`config.mk`:
```
export PLATFORM = sky130hd
export DESIGN_NAME = axi_mmio_console
export DESIGN_NICKNAME = d
export VERILOG_FILES = /design/src/rtl/axi_mmio_console.sv
export SDC_FILE = /design/constraint.sdc
export NUM_CORES = 1
export LEC_CHECK = 0
export CELL_PAD_IN_SITES_DETAIL_PLACEMENT = 1
export CELL_PAD_IN_SITES_GLOBAL_PLACEMENT = 1
export CORE_ASPECT_RATIO = 0.6
export CORE_MARGIN = 5
export CORE_UTILIZATION = 46
export CTS_BUF_LIST = sky130_fd_sc_hd__clkbuf_8 sky130_fd_sc_hd__clkbuf_16
export DETAILED_ROUTE_END_ITERATION = 8
export PLACE_DENSITY_LB_ADDON = 0.1
export SYNTH_ARGS = -nofsm -noshare
export SYNTH_HDL_FRONTEND = slang
export SYNTH_SLANG_ARGS = --single-unit
```
`constraint.sdc`:
```
create_clock -name clk -period 4.3 [get_ports clk]
set_input_delay 0.86 -clock clk [delete_from_list [all_inputs] [get_ports clk]]
set_output_delay 0.86 -clock clk [all_outputs]
set_load 0.05 [all_outputs]
```
`src/rtl/axi_mmio_console.sv`:
```
// AXI4-Lite MMIO sink for CPU console bytes and the test-status word.
// Console writes are queued in a first-word-fall-through FIFO drained on a byte stream.
module axi_mmio_console #(
  parameter int          FIFO_DEPTH   = 16,
  parameter logic [31:0] CONSOLE_ADDR = 32'h1000_0000,
  parameter logic [31:0] STATUS_ADDR  = 32'h2000_0000,
  parameter logic [31:0] PASS_MAGIC   = 32'd123456789
) (
  input  logic        clk,
  input  logic        reset,
  input  logic        mem_axi_awvalid,
  output logic        mem_axi_awready,
  input  logic [31:0] mem_axi_awaddr,
  input  logic [2:0]  mem_axi_awprot,
  input  logic        mem_axi_wvalid,
  output logic        mem_axi_wready,
  input  logic [31:0] mem_axi_wdata,
  input  logic [3:0]  mem_axi_wstrb,
  output logic        mem_axi_bvalid,
  input  logic        mem_axi_bready,
  input  logic        mem_axi_arvalid,
  output logic        mem_axi_arready,
  input  logic [31:0] mem_axi_araddr,
  input  logic [2:0]  mem_axi_arprot,
  output logic        mem_axi_rvalid,
  input  logic        mem_axi_rready,
  output logic [31:0] mem_axi_rdata,
  output logic        tx_valid,
  input  logic        tx_ready,
  output logic [7:0]  tx_data,
  output logic        tests_passed,
  output logic        bus_error
);

  localparam int PW = $clog2(FIFO_DEPTH);
  localparam int LW = PW + 1;

  typedef enum logic [1:0] {W_IDLE, W_EXEC, W_RESP} wstate_t;
  typedef enum logic {R_IDLE, R_RESP} rstate_t;

  wstate_t wstate, wstate_nx;
  rstate_t rstate, rstate_nx;

  logic        aw_latched, w_latched;
  logic [29:0] aw_addr_q;
  logic [31:0] w_data_q;
  logic [3:0]  w_strb_q;
  logic        aw_hs, w_hs, ar_hs;
  logic        wr_console, wr_status, wr_unmapped;
  logic        exec_stall;

  logic [29:0] rd_addr;
  logic [31:0] rd_value;
  logic        rd_unmapped;

  logic [7:0]    fifo_mem [FIFO_DEPTH];
  logic [PW-1:0] wr_ptr, rd_ptr;
  logic [LW-1:0] level;
  logic [7:0]    level8;
  logic          fifo_empty, fifo_full, push, pop;

  logic unused_bits;
  assign unused_bits = ^{mem_axi_awprot, mem_axi_arprot, mem_axi_awaddr[1:0], mem_axi_araddr[1:0]};

  assign mem_axi_awready = !aw_latched && (wstate == W_IDLE);
  assign mem_axi_wready  = !w_latched && (wstate == W_IDLE);
  assign mem_axi_bvalid  = (wstate == W_RESP);
  assign aw_hs = mem_axi_awvalid && mem_axi_awready;
  assign w_hs  = mem_axi_wvalid && mem_axi_wready;

  assign wr_console  = (aw_addr_q == CONSOLE_ADDR[31:2]);
  assign wr_status   = (aw_addr_q == STATUS_ADDR[31:2]);
  assign wr_unmapped = !wr_console && !wr_status;

  // A full FIFO blocks the push even if a pop lands in the same cycle.
  assign exec_stall = (wstate == W_EXEC) && wr_console && w_strb_q[0] && fifo_full;
  assign push       = (wstate == W_EXEC) && wr_console && w_strb_q[0] && !fifo_full;
  assign pop        = !fifo_empty && tx_ready;

  always_comb begin
    wstate_nx = wstate;
    case (wstate)
      W_IDLE:  if ((aw_latched || aw_hs) && (w_latched || w_hs)) wstate_nx = W_EXEC;
      W_EXEC:  if (!exec_stall) wstate_nx = W_RESP;
      W_RESP:  if (mem_axi_bready) wstate_nx = W_IDLE;
      default: wstate_nx = W_IDLE;
    endcase
  end

  always_ff @(posedge clk) begin
    if (reset) begin
      wstate       <= W_IDLE;
      aw_latched   <= 1'b0;
      w_latched    <= 1'b0;
      aw_addr_q    <= '0;
      w_data_q     <= '0;
      w_strb_q     <= '0;
      tests_passed <= 1'b0;
      bus_error    <= 1'b0;
    end else begin
      wstate <= wstate_nx;
      if (aw_hs) begin
        aw_latched <= 1'b1;
        aw_addr_q  <= mem_axi_awaddr[31:2];
      end
      if (w_hs) begin
        w_latched <= 1'b1;
        w_data_q  <= mem_axi_wdata;
        w_strb_q  <= mem_axi_wstrb;
      end
      if ((wstate == W_RESP) && mem_axi_bready) begin
        aw_latched <= 1'b0;
        w_latched  <= 1'b0;
      end
      if ((wstate == W_EXEC) && wr_status && (w_strb_q == 4'hF) && (w_data_q == PASS_MAGIC))
        tests_passed <= 1'b1;
      if (((wstate == W_EXEC) && wr_unmapped) || (ar_hs && rd_unmapped))
        bus_error <= 1'b1;
    end
  end

  assign mem_axi_arready = (rstate == R_IDLE);
  assign mem_axi_rvalid  = (rstate == R_RESP);
  assign ar_hs   = mem_axi_arvalid && mem_axi_arready;
  assign rd_addr = mem_axi_araddr[31:2];
  assign level8  = 8'(level);

  always_comb begin
    rd_value    = 32'h0;
    rd_unmapped = 1'b0;
    if (rd_addr == STATUS_ADDR[31:2])
      rd_value = {16'h0, level8, 6'h0, bus_error, tests_passed};
    else if (rd_addr == CONSOLE_ADDR[31:2])
      rd_value = {30'h0, fifo_empty, fifo_full};
    else
      rd_unmapped = 1'b1;
  end

  always_comb begin
    rstate_nx = rstate;
    case (rstate)
      R_IDLE:  if (ar_hs) rstate_nx = R_RESP;
      R_RESP:  if (mem_axi_rready) rstate_nx = R_IDLE;
      default: rstate_nx = R_IDLE;
    endcase
  end

  always_ff @(posedge clk) begin
    if (reset) begin
      rstate        <= R_IDLE;
      mem_axi_rdata <= 32'h0;
    end else begin
      rstate <= rstate_nx;
      if (ar_hs) mem_axi_rdata <= rd_value;
    end
  end

  assign fifo_empty = (level == '0);
  assign fifo_full  = (level == LW'(FIFO_DEPTH));
  assign tx_valid   = !fifo_empty;
  assign tx_data    = fifo_mem[rd_ptr];

  always_ff @(posedge clk) begin
    if (reset) begin
      wr_ptr <= '0;
      rd_ptr <= '0;
      level  <= '0;
    end else begin
      if (push) wr_ptr <= wr_ptr + PW'(1);
      if (pop)  rd_ptr <= rd_ptr + PW'(1);
      if (push && !pop)      level <= level + LW'(1);
      else if (!push && pop) level <= level - LW'(1);
    end
  end

  always_ff @(posedge clk) begin
    if (push) fifo_mem[wr_ptr] <= w_data_q[7:0];
  end

endmodule

```
==> summary.txt, run 1 <==
STA
  • Final hold violations: 0
  • Endpoints failing setup: 0
  • Max-slew violation count: 0
  • Setup Skew: 0.0104 ns
  • RSZ-0062 raised after global routing: false
  • Measured slew at the worst slew-check pin: around 1.2 ns
  • Setup_tns: 0 ns
  • Period utilization: ~90%
  • Fin crit period: ~3.9 ns
  • F_max: around 0.26 GHz
  • Rel. slew slack: between 10% and 20%

Worst setup path
  • Crit-path max cell delay: roughly 0.73 ns
  • CP Depth: 4
  • Buffers and inverters on the worst path: 2
  • CP endpoint kind: output port
  • Critical path required time: about 3.4 ns
  • Setup CP Type: reg -> out
  • Slowest-stage cell, CP: clkdlybuf4s50_1
  • Crit-path max FO: 32
  • CP Launch Type: register
  • Critical path data arrival time: slightly above 3 ns
  • CP delay by family, top: multiplexers
  • Worst R2R Path Depth: 12
  • Worst path cell trace: buf_12 -> mux4_1 -> mux4_2 -> clkdlybuf4s50_1

Floorplanning
  • I/O Pins: about 160
  • Initial Util: ~47%
  • Die extent in y: roughly 120 µm
  • Die area: between 20000 and 25000 µm²
  • Die Wd: about 190 µm
  • FP Rows: 39
  • Core area: between 15000 and 20000 µm²

Synth
  • Number of synthesized register bits: about 230
  • Gate Count Post-Synth: ~710
  • Synth top area cells: edfxtp_1 (42%), dfxtp_1 (21%), mux4_1 (6.9%)
  • Async set or reset register ratio after synthesis: 0%
  • Mapped Avg Cell Area: between 10 and 15 µm²
  • Largest area contributor in the netlist: edfxtp_1
  • Synth warn: 0
  • Register area share after synthesis: between 60% and 70%
  • Post-synth top flop: edfxtp_1
  • Share of the synthesized area in the top cell type: between 40% and 50%
  • Cell Area, Synth: 9150 µm²
  • EDFF count, synth: between 100 and 150
  • Synth unique cells: 51

Clock tree
  • TritonCTS clock tree: yes
  • Clock transition at the registers of the reported paths: roughly 0.060 ns
  • # clock sinks: 225
  • CTS max path bufs: 3
  • Clock root cell: clkbuf_16
  • Setup Buffers After CTS: 0
  • # hold bufs at CTS: 0
  • CTS resizes: 0
  • Clock Latency Late Sink: around 0.50 ns
  • CTS Buf Count: 22
  • H-tree depth: 1

Global route
  • Antenna violations before repair: 0
  • GRT Residual Overflow: 0
  • GRT Resource Usage Total: approximately a fifth
  • Global-route wire length before repair: around 37000 µm
  • Vias in the first global route: around 6400
  • Largest net degree at the start of global routing: 57

Outcome
  • Status: finished clean

Flow run
  • Max_cap viols: 0

Detailed routing
  • Antenna-violating nets left: 0
  • WL/cell: ~21 µm
  • DR pass1 iterations: 5
  • DRC: 0
  • Final WL: about 23000 µm
  • Initial DRC Count: 380
  • Via count: ~5900
  • Vias/cell: 5.32

Cells and area
  • Final Non-Filler Cells: approximately 1100
  • Final #Nets: ~950
  • Layout cells sized above 1: a little over 8%
  • Area grow syn2layout: 22.7%
  • Layout Utilization: 58.3%
  • Filler cells: 1947
  • Ant diodes: 0

Hold path
  • Worst min-delay path class: reg -> reg
  • WHS Path Cells: 2

Place
  • Final GP Congestion: between 0.7 and 0.8
  • Hpwl dp: 16400 µm
  • DP Cell Count: ~1100
  • IO Port Bufs: 126

Power
  • PD cells: 501 nW/µm²
  • Peak supply drop: between 0.3 and 0.4 mV
  • Leakage: ~3.9 nW
-- layout make-up --
cell class	count	area, µm²	share of cell area (%)
sequential	225	5790	51.5
multi-input combinational	434	3030	26.9
timing repair buffer	132	1310	11.6
clock buffer	24	589	5.25
tap	266	333	2.96
clock inverter	16	155	1.38
inverter	9	33.8	0.301
-- worst min-delay path, stage by stage, from the launching register on --
cell and delay [ns]:
dfxtp_1 0.31, nand2_1 0.05, a21oi_1 0.05
-- cells by family (layout without fill, tap and decap cells) --
logic type	after synthesis	after routing	share of synthesized area [%]
XOR/XNOR	9	9	0.862
adder cells (fa/ha/maj)	10	10	1.45
AND/OR/NAND/NOR	247	247	12.7
flip-flops	225	225	63.2
other	1	25	0.0410
AO/OA/AOI/OAI	100	100	5.90
multiplexers	43	43	11.2
buffers and inverters	71	181	4.66
-- per-layer routing --
metal  up-vias  wire length, µm  global-route usage [%]  share of wire (%)
li1       2774                -                       -                  -
met1      2897            10800                    30.5                 46
met2       191            10800                    32.7                 46
met3        22             1660                    4.44                7.1
met4         0              274                    3.21                1.2
met5         -                0                       0                  0
-- path summary, 6_finish.rpt --
path / start / endpoint / slack (ns)
max: register / tx_data[4] / 0.38
min: aw_addr_q[14] / aw_addr_q[14] / 0.46
max reg2reg: aw_addr_q[19] / level[4] / 0.74
min reg2reg: aw_addr_q[14] / aw_addr_q[14] / 0.46
-- flip-flops by register name, summed over array words and instances, names as in the netlist, named ones only --
signal,count
mem_axi_rvalid,1
tests_passed,1
aw_latched,1
fifo_mem,128
aw_addr_q,30
wstate,2
bus_error,1
level,5
w_latched,1
w_strb_q,4
wr_ptr,4
rd_ptr,4
w_data_q,32
mem_axi_rdata,7
-- stage by stage --
stage	cell area [µm²]	hold WS [ns]	setup slack (ns)	power, mW
6_report	11200	0.456	0.383	5.62
3_3_place_gp	10500	0.438	0.914	3.65
3_5_place_dp	10500	0.451	0.824	3.68
5_1_grt	11200	0.471	0.296	5.88
2_1_floorplan	9240	0.431	1.46	3.35
4_1_cts	11200	0.459	0.385	5.66
-- layout by cell type, fill, tap and decap left out, types with 6 or more instances in the layout --
cell / netlist / routed
ha_1: 9 / 9
dfxtp_1: 97 / 97
xnor2_1: 6 / 6
mux4_2: 16 / 16
nor2_1: 20 / 20
clkdlybuf4s50_1: 0 / 122
buf_4: 26 / 8
a21oi_1: 82 / 82
nor4_1: 16 / 16
clkbuf_16: 0 / 23
edfxtp_1: 128 / 128
and3_1: 16 / 16
inv_1: 9 / 11
nand4_1: 6 / 6
nand2_1: 154 / 154
mux4_1: 24 / 24
conb_1: 1 / 25
-- synthesized netlist by cell type (3+ instances only) --
cell type	number
or4_1	3
buf_2	7
xor2_1	3
nor4_1	16
inv_1	9
edfxtp_1	128
nor3_1	3
xnor2_1	6
and3_1	16
mux4_1	24
nor3_2	3
ha_1	9
buf_1	4
buf_4	26
nor2b_1	4
o21ai_0	3
nand3_1	4
a21oi_1	82
nand2_1	154
nand4b_1	3
clkbuf_1	20
mux2i_1	3
nor2_1	20
and2_1	4
dfxtp_1	97
a21o_1	3
o21a_1	4
mux4_2	16
nand4_1	6
-- where the power goes --
group	switching [mW]	total [mW]	internal (mW)
Sequential	0.109	2.48	2.37
Clock	0.809	1.98	1.17
Combinational	0.646	1.16	0.516
Total	1.56	5.62	4.06
(Power assumes the default switching activity.)
==> run 2, diff against run 1 <==
--- a/config.mk
+++ b/config.mk
@@ -12,6 +12,7 @@
 export CORE_UTILIZATION = 46
 export CTS_BUF_LIST = sky130_fd_sc_hd__clkbuf_8 sky130_fd_sc_hd__clkbuf_16
 export DETAILED_ROUTE_END_ITERATION = 8
+export GPL_TIMING_DRIVEN = 0
 export PLACE_DENSITY_LB_ADDON = 0.1
 export SYNTH_ARGS = -nofsm -noshare
 export SYNTH_HDL_FRONTEND = slang
==> run 2 against run 1 <==
Net effect: maximum frequency down 5.7%; first-iteration DRC count is 9.2% lower; clock-buffer cell count stayed put; largest cell class unchanged.
==> summary.txt, run 2 (same netlist as run 1, synthesis figures left out) <==
STA
  • Hold WS: 0.459 ns (was 0.456 ns)
  • Setup_tns: 0 ns (unchanged)
  • Period utilization: 96.5% (was 91.1%)
  • Max-slew violation count: 0 (unchanged)
  • Rel. slew slack: 41.5% (was 16.9%)
  • Final hold violations: 0 (unchanged)
  • F_max: 0.241 GHz (was 0.255 GHz)
  • Measured slew at the worst slew-check pin: 0.873 ns (was 1.25 ns)
  • Fin crit period: 4.15 ns (was 3.92 ns)
  • RSZ-0062 raised after global routing: false (unchanged)
  • Setup Skew: 0.0150 ns (was 0.0104 ns)
  • Endpoints failing setup: 0 (unchanged)

Worst setup path
  • Crit-path max FO: 10 (was 32)
  • CP Launch Type: register (unchanged)
  • Critical path data arrival time: 3.29 ns (was 3.06 ns)
  • Critical path required time: 3.44 ns (about the same)
  • Setup CP Type: reg -> out (unchanged)
  • CP endpoint kind: output port (unchanged)

Cells and area
  • Most common cell after layout, fill and taps aside: nand2_1 (unchanged)
  • Reg with most FFs: fifo_mem (unchanged)
  • Area grow syn2layout: 25.3% (was 22.7%)
  • Biggest regs: fifo_mem x128, w_data_q x32, aw_addr_q x30 (unchanged)
  • Final Non-Filler Cells: 1157 (was 1106)
  • Largest register FFs: 128 (unchanged)
  • Ant diodes: 0 (unchanged)
  • Final instance area: 11500 µm² (was 11200 µm²)
  • Final #Nets: 1002 (was 948)
  • Commonest non-fill, non-tap cells in the layout: nand2_1 (154), edfxtp_1 (128), clkdlybuf4s50_1 (125), dfxtp_1 (97), a21oi_1 (82) (was nand2_1 (154), edfxtp_1 (128), clkdlybuf4s50_1 (122), dfxtp_1 (97), a21oi_1 (82))
  • Layout cells sized above 1: 10.2% (was 8.10%)

Clock tree
  • Clock Latency Late Sink: 0.50 ns (about the same)
  • Clock root cell: clkbuf_16 (unchanged)
  • TritonCTS clock tree: yes (unchanged)
  • H-tree depth: 1 (unchanged)
  • Clock transition at the registers of the reported paths: 0.06 ns (about the same)
  • CTS resizes: 0 (unchanged)
  • # hold bufs at CTS: 0 (unchanged)
  • CTS max path bufs: 3 (unchanged)
  • # clock sinks: 225 (unchanged)
  • Setup Buffers After CTS: 0 (unchanged)
  • CTS Buf Count: 21 (was 22)

Power
  • Internal Power: 3.94 mW (was 4.06 mW)
  • Clock network fraction of design power: 32.0% (was 35.2%)
  • PD cells: 480 nW/µm² (was 501 nW/µm²)
  • Tot Pwr: 5.51 mW (was 5.62 mW)
  • NetSw: 1.57 mW (was 1.56 mW)
  • Peak supply drop: 0.228 mV (was 0.310 mV)
  • Logic pwr share: 22.9% (was 20.7%)
  • Leakage: 4.07 nW (was 3.93 nW)
  • Reg power frac: 45.1% (was 44.1%)
  • Sw Share: 28.5% (was 27.8%)

Floorplanning
  • FP Rows: 39 (unchanged)
  • Core area: 19300 µm² (unchanged)
  • Die area: 22900 µm² (unchanged)
  • Die extent in y: 119 µm (unchanged)
  • Die Wd: 192 µm (unchanged)
  • Initial Util: 47.5% (unchanged)
  • I/O Pins: 162 (unchanged)

Detailed routing
  • WL/cell: 21.1 µm (was 21.2 µm)
  • DRC: 0 (unchanged)
  • Antenna-violating nets left: 0 (unchanged)
  • Vias/cell: 5.27 (was 5.32)
  • Initial DRC Count: 345 (was 380)
  • Final WL: 24400 µm (was 23500 µm)
  • Via count: 6100 (was 5884)
  • DR pass1 iterations: 4 (was 5)

Place
  • Final GP Congestion: 0.797 (was 0.729)
  • IO Port Bufs: 125 (was 126)
  • Dpl cell area: 10800 µm² (was 10500 µm²)
  • Hpwl dp: 18400 µm (was 16400 µm)
  • DP Cell Count: 1121 (was 1066)

Global route
  • Antenna violations before repair: 1 (was 0)
  • Vias in the first global route: 6787 (was 6424)
  • Global-route wire length before repair: 37700 µm (was 36800 µm)
  • Largest net degree at the start of global routing: 19 (was 57)
  • GRT Residual Overflow: 0 (unchanged)
  • GRT Resource Usage Total: 21.3% (was 20.7%)

Hold path
  • Worst min-delay path class: reg -> reg (unchanged)

Outcome
  • Status: finished clean (unchanged)

Flow run
  • Max_cap viols: 0 (unchanged)
-- run 2: final timing paths --
kind	to	slack (ns)	cells after the start	start
setup / recovery	tx_data[0]	0.15	4	register
hold / removal	w_data_q[24]	0.46	2	w_data_q[24]
setup reg to reg	level[4]	0.61	12	aw_addr_q[19]
hold reg to reg	w_data_q[24]	0.46	2	w_data_q[24]
-- run 2: stage by stage --
step | utilization, % | setup slack, ns
floorplan | - | 1.46
global placement | 56.1 | 0.739
detailed placement | 56.1 | 0.682
CTS | 59.5 | 0.147
global route | 59.5 | 0.0873
finish | 59.5 | 0.149
-- run 2: power by group through the flow --
stage | Combinational (mW) | Clock [mW] | Sequential (mW)
floorplan | 0.856 | 0 | 2.50
global route | 1.35 | 1.90 | 2.50
finish | 1.26 | 1.76 | 2.48
global placement | 1.21 | 0 | 2.51
CTS | 1.27 | 1.79 | 2.48
detailed placement | 1.26 | 0 | 2.53
-- run 2: metal layers --
layer | track usage [%] | routed length, µm | vias up
li1 | - | - | 2883
met1 | 30.0 | 10800 | 3004
met2 | 33.5 | 11100 | 183
met3 | 6.05 | 2130 | 30
met4 | 4.10 | 352 | 0
met5 | 0 | 0 | -
-- run 2: worst max-delay path, cell delays in order (launching register included) --
cell,delay (ns)
dfxtp_1,0.45
clkbuf_1,0.60
mux4_1,0.52
mux4_2,0.51
clkdlybuf4s50_1,0.72
-- run 2: cell type report --
type,instances,area [µm²]
fill,1978,7810
sequential,225,5790
multi-input combinational,434,3030
timing repair buffer,125,1250
clock buffer,24,567
buffer,62,393
tap,266,333
clock inverter,12,77.6
inverter,9,33.8
